### src/rtl/rifl_pkg.sv
// Shared encodings and state type for the TX flow-control path.
package rifl_pkg;

  localparam logic [1:0]  SYNC_CTRL   = 2'b10;
  localparam logic [1:0]  SYNC_DATA   = 2'b01;

  localparam logic [15:0] IDLE_KEY    = 16'h0001;
  localparam logic [15:0] PAUSE_KEY   = 16'h0010;
  localparam logic [15:0] RETRANS_KEY = 16'h1000;
  localparam logic [15:0] DATA_KEY    = 16'h0000;

  typedef enum logic [1:0] {
    NORMAL,
    PAUSE,
    RETRANS
  } tx_ctrl_state_t;

  // Build an 18-bit control-frame header from a key.
  function automatic logic [17:0] ctrl_code(input logic [15:0] key);
    return {SYNC_CTRL, key};
  endfunction

endpackage

### src/rtl/frame_burst_counter.sv
// Saturating frame counter: clears on clr_i, steps on inc_i, stops at term_i.
// tc_o flags that the count has reached the terminal value.
module frame_burst_counter #(
  parameter int W       = 4,
  parameter bit RST_SAT = 1'b0
) (
  input  logic         clk,
  input  logic         rst,
  input  logic         clr_i,
  input  logic         inc_i,
  input  logic [W-1:0] term_i,
  output logic         tc_o
);

  logic [W-1:0] count_q, count_d;

  // Next count: clear has priority, increment saturates at the terminal value.
  always_comb begin
    count_d = count_q;
    if (clr_i) begin
      count_d = '0;
    end else if (inc_i && (count_q < term_i)) begin
      count_d = count_q + 1'b1;
    end
  end

  // Count register; reset either to zero or straight to the terminal value.
  always_ff @(posedge clk) begin
    if (rst) begin
      count_q <= RST_SAT ? term_i : '0;
    end else begin
      count_q <= count_d;
    end
  end

  assign tc_o = (count_q == term_i);

endmodule

### src/rtl/tx_controller.sv
// Transmit-side flow control: picks data / IDLE / PAUSE / RETRANS headers per
// frame request, gates user data and issues the replay-rewind pulse.
module tx_controller
  import rifl_pkg::*;
#(
  parameter int PAUSE_REPEAT   = 12,
  parameter int RETRANS_REPEAT = 12,
  parameter int REGULAR_GAP    = 20
) (
  input  logic        clk,
  input  logic        rst,
  input  logic        tx_up,
  input  logic        frame_req,
  input  logic        data_avail,
  input  logic        local_pause,
  input  logic        local_retrans,
  input  logic        pause_req,
  input  logic        retrans_req,
  output logic [17:0] code,
  output logic        data_en,
  output logic        replay_rewind
);

  localparam int BURST_MAX = (PAUSE_REPEAT > RETRANS_REPEAT) ? PAUSE_REPEAT : RETRANS_REPEAT;
  localparam int BURST_W   = $clog2(BURST_MAX + 1);
  localparam int GAP_W     = $clog2(REGULAR_GAP + 1);

  tx_ctrl_state_t state_q, state_d;
  logic [17:0]    code_q, code_d;
  logic           data_en_q, data_en_d;
  logic           pend_q, pend_d;
  logic           rtr_q;
  logic           rewind_q;

  logic               link_rst;
  logic               eval_normal;
  logic               burst_inc, burst_clr, burst_tc;
  logic               gap_inc, gap_clr, gap_tc;
  logic [BURST_W-1:0] burst_term;

  // Link down is treated exactly like reset.
  assign link_rst   = rst | ~tx_up;
  // The burst counter's terminal value follows the burst being sent.
  assign burst_term = (state_q == PAUSE) ? BURST_W'(PAUSE_REPEAT) : BURST_W'(RETRANS_REPEAT);

  frame_burst_counter #(.W(BURST_W), .RST_SAT(1'b0)) u_burst_cnt (
    .clk    (clk),
    .rst    (link_rst),
    .clr_i  (burst_clr),
    .inc_i  (burst_inc),
    .term_i (burst_term),
    .tc_o   (burst_tc)
  );

  // Gap counter starts saturated so a replay may begin right after link-up.
  frame_burst_counter #(.W(GAP_W), .RST_SAT(1'b1)) u_gap_cnt (
    .clk    (clk),
    .rst    (link_rst),
    .clr_i  (gap_clr),
    .inc_i  (gap_inc),
    .term_i (GAP_W'(REGULAR_GAP)),
    .tc_o   (gap_tc)
  );

  // Next-state and frame selection, evaluated only on a frame request.
  always_comb begin
    state_d     = state_q;
    code_d      = code_q;
    data_en_d   = data_en_q;
    pend_d      = pend_q | (local_retrans & (state_q != RETRANS));
    eval_normal = 1'b0;
    burst_inc   = 1'b0;
    burst_clr   = 1'b0;
    gap_inc     = 1'b0;
    gap_clr     = 1'b0;

    if (frame_req) begin
      case (state_q)
        RETRANS: begin
          if (burst_tc) begin
            eval_normal = 1'b1;
          end else begin
            code_d    = ctrl_code(RETRANS_KEY);
            data_en_d = 1'b0;
            burst_inc = 1'b1;
            gap_clr   = 1'b1;
          end
        end
        PAUSE: begin
          if (burst_tc && !local_pause) begin
            eval_normal = 1'b1;
          end else begin
            code_d    = ctrl_code(PAUSE_KEY);
            data_en_d = 1'b0;
            burst_inc = 1'b1;
            gap_clr   = 1'b1;
          end
        end
        default: eval_normal = 1'b1;
      endcase

      if (eval_normal) begin
        if (pend_q && gap_tc) begin
          state_d   = RETRANS;
          code_d    = ctrl_code(RETRANS_KEY);
          data_en_d = 1'b0;
          pend_d    = local_retrans;
          burst_inc = 1'b1;
          gap_clr   = 1'b1;
        end else if (local_pause) begin
          state_d   = PAUSE;
          code_d    = ctrl_code(PAUSE_KEY);
          data_en_d = 1'b0;
          burst_inc = 1'b1;
          gap_clr   = 1'b1;
        end else begin
          state_d   = NORMAL;
          burst_clr = 1'b1;
          gap_inc   = 1'b1;
          if (data_avail && !pause_req && !retrans_req) begin
            code_d    = {SYNC_DATA, DATA_KEY};
            data_en_d = 1'b1;
          end else begin
            code_d    = ctrl_code(IDLE_KEY);
            data_en_d = 1'b0;
          end
        end
      end
    end
  end

  // State, held frame header and pending-replay flag.
  always_ff @(posedge clk) begin
    if (link_rst) begin
      state_q   <= NORMAL;
      code_q    <= ctrl_code(IDLE_KEY);
      data_en_q <= 1'b0;
      pend_q    <= 1'b0;
    end else begin
      state_q   <= state_d;
      code_q    <= code_d;
      data_en_q <= data_en_d;
      pend_q    <= pend_d;
    end
  end

  // Rising-edge detector on retrans_req producing the one-cycle rewind pulse.
  always_ff @(posedge clk) begin
    if (link_rst) begin
      rtr_q    <= 1'b0;
      rewind_q <= 1'b0;
    end else begin
      rtr_q    <= retrans_req;
      rewind_q <= retrans_req & ~rtr_q;
    end
  end

  assign code          = code_q;
  assign data_en       = data_en_q;
  assign replay_rewind = rewind_q;

endmodule

### config.mk
export PLATFORM = sky130hd
export DESIGN_NAME = tx_controller
export DESIGN_NICKNAME = d
export VERILOG_FILES = /design/src/rtl/rifl_pkg.sv /design/src/rtl/frame_burst_counter.sv /design/src/rtl/tx_controller.sv
export SDC_FILE = /design/constraint.sdc
export NUM_CORES = 1
export LEC_CHECK = 0
export BUFFER_PORTS_ARGS = -buffer_cell sky130_fd_sc_hd__buf_4
export CAP_MARGIN = 10
export CORE_MARGIN = 2
export CORE_UTILIZATION = 51
export DETAILED_ROUTE_END_ITERATION = 8
export GPL_ROUTABILITY_DRIVEN = 0
export PLACE_DENSITY = 0.77
export SYNTH_ARGS = -nofsm -noshare
export SYNTH_HDL_FRONTEND = slang
export SYNTH_SLANG_ARGS = --single-unit
### constraint.sdc
create_clock -name clk -period 2.58 [get_ports clk]
set_input_delay 0.387 -clock clk [delete_from_list [all_inputs] [get_ports clk]]
set_output_delay 0.387 -clock clk [all_outputs]
set_load 0.02 [all_outputs]
# Word level (Yosys, flattened, before mapping)
# Index checks and enable logic that the tools add are counted.
# word_totals
reg_bits	33
latch_bits	0
ram_bits	0
mem_bits_ro	0
in_bits	9
output_inout_bits	20
elab_cells	77
memories	0
# classes
addsub	2
multipliers	0
n_div	0
magnitude_cmp	2
n_eq_ne	7
shift	0
mux	36
bitwise_logic	6
n_reduce_logical	15
# ops
operator	n
18-bit two-way mux	6
18-bit case mux with 2 select lines	1
1-bit two-way mux	23
5-bit two-way mux	2
1-bit logical AND	6
1-bit case mux with 2 select lines	3
5-bit by 1-bit adder with 5-bit output (second input constant)	1
5-bit == test (second input constant)	1
5-bit < comparator (second input constant)	1
4-bit by 1-bit adder with 4-bit output (second input constant)	1
4-bit == test (second input constant)	1
4-bit < comparator (second input constant)	1
4-bit AND reduction	1
2-bit OR reduction	2
1-bit logical NOT	3
3-bit by 2-bit != test with 1-bit output (second input constant)	1
3-bit != test (second input constant)	1
3-bit nonzero test	1
1-bit AND	2
2-bit by 1-bit == test with 1-bit output (second input constant)	1
2-bit == test (second input constant)	1
2-bit two-way mux	1
2-bit != test (second input constant)	1
1-bit NOT	2
3 further kinds	4

# Logic depth before layout (Yosys ltp)
# depth
word_depth	10
depth_mapped	7
ltp_nobuf	7

# Modules after synthesis
# From an unflattened synthesis, not the netlist that was laid out.
# unflattened
cells_unflattened	159
hier_area_um2	1411.4
# by_module_without_submodules
mod	n_inst	cells_each	area_per_inst_um2	seq_area_each_um2
tx_controller	1	80	689.4	200.2
frame_burst_counter at u_gap_cnt	1	44	404.1	150.1
frame_burst_counter at u_burst_cnt	1	35	317.8	80.1

# Worst setup path before layout
# OpenSTA, ideal clock, no wires.
# synth_timing
path_kind	flip-flop to flip-flop
from	register state_q[0]
to	register u_gap_cnt.count_q[3]
setup_ps	86
arrival_time_ps	1977
required_ps	2494
setup_slack_ps	517
stages_incl_launch_ff	8
n_path_buf	0
period_less_slack_ps	2063
cell_sequence	dfxtp_1 -> inv_1 -> ha_1 -> clkinv_1 -> a221oi_4 -> nand3b_4 -> or3_1 -> a211oi_1
# synth_via
elab_chain_cells	7
elab_cells_between_ends	13
cone_classes	eq/ne: 2; mux: 9; reduce/logical: 2
# synth_rtl
element	line_no	source
start: declaration	tx_controller.sv:28	tx_ctrl_state_t state_q, state_d;
start signal: assignment	tx_controller.sv:140	state_q <= state_d;
2-bit by 1-bit == test with 1-bit output or 2-bit == test (tied branches)	tx_controller.sv:78	case (state_q)
1-bit case mux with 2 select lines	tx_controller.sv:78	
1-bit two-way mux	tx_controller.sv:110	end else if (local_pause) begin
1-bit two-way mux	tx_controller.sv:103	if (pend_q && gap_tc) begin
1-bit two-way mux	tx_controller.sv:102	if (eval_normal) begin
1-bit two-way mux	tx_controller.sv:77	if (frame_req) begin
2-bit OR reduction (no source line)	--	
end signal: assignment	frame_burst_counter.sv:30	count_q <= RST_SAT ? term_i : '0;
end signal: assignment	frame_burst_counter.sv:32	count_q <= count_d;
end: declaration	frame_burst_counter.sv:15	logic [W-1:0] count_q, count_d;
# Several ways; a longest one is shown, not always the timed one. The select of a mux whose other input is x is not followed.
# A chain may end at the register's enable or synchronous reset.

# Worst setup path in the final report
# layout_timing
from	register u_burst_cnt.count_q[0]
to	register u_burst_cnt.count_q[1]
# layout_via
elab_chain_cells	9
elab_cells_between_ends	19
cone_classes	add/sub: 1; order compare: 1; eq/ne: 1; mux: 13; reduce/logical: 3
# layout_rtl
element	line_no	source
start: declaration	frame_burst_counter.sv:15	
start signal: assignment	frame_burst_counter.sv:30	
start signal: assignment	frame_burst_counter.sv:32	
4-bit == test	frame_burst_counter.sv:36	assign tc_o = (count_q == term_i);
1-bit logical AND	tx_controller.sv:90	if (burst_tc && !local_pause) begin
1-bit two-way mux	tx_controller.sv:90	
1-bit case mux with 2 select lines	tx_controller.sv:78	
1-bit two-way mux	tx_controller.sv:110	
1-bit two-way mux	tx_controller.sv:103	
1-bit two-way mux	tx_controller.sv:102	
1-bit two-way mux	tx_controller.sv:77	
1-bit logical AND	frame_burst_counter.sv:22	end else if (inc_i && (count_q < term_i)) begin
# Several ways; a longest one is shown, not always the timed one. The select of a mux whose other input is x is not followed.

==> reports/metrics.csv <==
stage,metric,value,unit
hold_path,Hold WC Path Type,in2reg,
die,FP Rows,16,
drt,post-DR wirelength/cell,11.8,microns
hold_path,hold endpoint,rtr_q,
synth,cell taking the most area after synthesis,dfxtp_1,
placed_design,number of buffers added on ports,15,
synth,Post-synth top cells,"dfxtp_1 (19), a21oi_1 (14), buf_4 (14)",
critical_path,crit-path cells,"inv_1, ha_1, nand3_2, a21oi_1, or3_1, a221oi_1, mux2i_1",
global_route,total grt overflow,0,
clock_tree,clock sinks,19,
timing,fmax,0.470,GHz
timing,Fin Setup TNS,0,ps
run_status,status,finished clean,
drt,vias per std cell,5.20,
clock_tree,clk_lat worst skew,300,ps
cells_and_area,ratio of cells with drive above 1 in the final layout,0.158,
hold_path,Hold Path Origin,retrans_req,
synth,"FFs w/ async S/R, synth",0,
timing,Final Cycle Share,0.824,
global_route,GRT Overall Usage,0.190,
clock_tree,CTS resizes,0,
synth,top cell type's share of synthesized area,0.343,
clock_tree,TritonCTS Buffers,3,
placed_design,hpwl dp,1.55,mm
global_route,vias in the first global route,854,
timing,Worst Skew,4.30,ps
power,static leakage,0.524,nW
critical_path,"setup slack, reg-to-reg",450,ps
drt,First-pass DRT Iterations,4,
synth,"Seq/Total Area, Yosys",0.343,
critical_path,Register-to-Register Path Depth,7,
synth,Avg Inst Size Synth,8.59,sq um
global_route,largest net degree at the start of global routing,11,
timing,pins over their slew limit,0,
run,Max Cap Viol,0,
clock_tree,Post-CTS Setup Repair Bufs,0,
synth,Mapped Area,1110,sq um
critical_path,Arrival @ worst endpoint,2360,ps
critical_path,"delay-heaviest family, CP",compound AO/OA/AOI/OAI gates,
synth,most frequent cell after synthesis,dfxtp_1,
clock_tree,Max clock buf depth,2,
power,Final Power,0.547,mW
cells_and_area,area grow syn2layout,10.5,%
critical_path,Worst Setup End Kind,flop,
die,Die Width,50.6,microns
hold_path,worst hold stages,2,
cells_and_area,n_diodes,0,
timing,Fin. Hold Viols,0,
critical_path,Crit Path Max Fanout,5,
critical_path,reg-to-reg critical path endpoint,u_burst_cnt.count_q[1],
global_route,initial antenna violation count,0,
synth,synth warn,0,
synth,dominant cells by area after synthesis,"dfxtp_1 (34%), buf_4 (9.5%), ha_1 (6.8%)",
synth,ys flop type,dfxtp_1,
die,die height,50.6,microns
critical_path,Startpoint Class,flop,
die,# IOs,29,
critical_path,critical-path cell with the highest stage delay,a221oi_1,
drt,Routed Antenna Nets,0,
critical_path,WP buf/inv,1,
synth,register bit total from synthesis,19,
power,PwrDens,447,nW/um^2
clock_tree,"Reg clk slew, reported paths",100,ps
timing,fin crit period,2130,ps
critical_path,Reg-to-Reg Start,u_burst_cnt.count_q[0],
global_route,global-route wire length before repair,3.64,mm
drt,DR DRC count,0,
critical_path,Worst Path Required,2810,ps
drt,Vias,900,
synth,number of flops mapped to enable cells by yosys,0,
clock_tree,TritonCTS clock tree,built,
clock_tree,CTS H-Tree Depth,1,
timing,Slew HR,0.646,
drt,"wirelength, routed",2.04,mm
die,die area,2560,sq um
die,Starting Density,0.554,
drt,Initial DRC Count,12,
timing,Setup-failing EPs final,0,
timing,RSZ-0062 raised after global routing,no,
power,maximum vdd drop,0.265,mV
critical_path,kind of critical path,reg2reg,
cells_and_area,Nets,162,
synth,Mapped Cells,129,
clock_tree,Root Buffer,clkbuf_4,
timing,Slew @ Worst Pin,530,ps
clock_tree,Hold Buf Count CTS,0,
die,Core Region,2000,sq um
critical_path,Worst path max stage delay,520,ps
synth,Synth cell types,38,
how the worst max path moves through the flow:
stage | startpoint | depth (start not counted) | slack, ps | endpoint
5_1_grt | state_q[0] | 6 | 300 | u_burst_cnt.count_q[1]
2_1_floorplan | state_q[0] | 7 | 520 | u_gap_cnt.count_q[3]
4_1_cts | u_burst_cnt.count_q[0] | 7 | 500 | u_burst_cnt.count_q[1]
3_3_place_gp | u_burst_cnt.count_q[0] | 7 | 550 | u_burst_cnt.count_q[1]
3_5_place_dp | state_q[0] | 7 | 510 | u_gap_cnt.count_q[3]
6_report | u_burst_cnt.count_q[0] | 7 | 450 | u_burst_cnt.count_q[1]
metal layers:
metal / up-vias / GRT usage / wire [microns]
met5: - / 0 / 0
met4: 0 / 0.113 / 46
met3: 4 / 0.0357 / 115
met2: 31 / 0.311 / 905
met1: 406 / 0.230 / 969
li1: 459 / - / -
per-stage QoR:
| step | worst slack, ps | cells | utilization | hold slack, ps | instance area, sq um |
|---|---|---|---|---|---|
| finish | 454 | 173 | 0.612 | 318 | 1220 |
| global route | 295 | 173 | 0.612 | 324 | 1220 |
| CTS | 497 | 173 | 0.612 | 312 | 1220 |
| detailed placement | 506 | 169 | 0.599 | 377 | 1200 |
| global placement | 551 | 169 | 0.599 | 373 | 1200 |
| floorplan | 517 | 141 | - | 367 | 1150 |
state kept, by name, summed over array words and instances (netlist names):
signal,flops
rtr_q,1
u_gap_cnt.count_q,5
replay_rewind,1
data_en,1
state_q,2
pend_q,1
u_burst_cnt.count_q,4
code,4
cells in the final DEF (no fill, tap or decap), drive strengths merged:
master  count
dfxtp      19
buf        16
a21oi      14
conb       13
o21ai      10
inv         9
nand2       9
nor2        7
ha          6
nor2b       4
mux2i       4
clkbuf      4
or3         2
nor3        2
a41oi       2
and2        2
nand4       2
nand3       2
a221oi      2
nand2b      1
or2b        1
and4        1
o22ai       1
clkinv      1
nand3b      1
xnor2       1
nand4b      1
xor2        1
a2111o      1
o211a       1
o31ai       1
nor3b       1
and3        1
a21bo       1
a211oi      1
o21a        1
power breakdown:
group / internal, mW / switching, mW / total, mW
clock network: 0.0603 / 0.0887 / 0.149
registers: 0.300 / 0.00484 / 0.305
logic: 0.0339 / 0.0593 / 0.0931
area by class of cell:
cell class,instances,area (sq um)
fill,183,777
multi-input combinational,97,627
sequential,19,380
timing repair buffer,16,120
inverter,10,37.5
tap,27,33.8
clock buffer,4,26.3
kinds of logic (layout without fill, tap and decap cells):
kind of cell / after synthesis / in the layout / synth area share
DFF: 19 / 19 / 0.343
xor gates and xnor gates: 2 / 2 / 0.0158
buffers and inverters: 25 / 30 / 0.132
and+or+nand+nor: 37 / 37 / 0.192
adders and majority gates: 6 / 6 / 0.0677
AOI/OAI and AO/OA: 35 / 35 / 0.210
other: 1 / 13 / 0.00338
muxes: 4 / 4 / 0.0361
No activity file was read; power rests on OpenSTA's default activity.
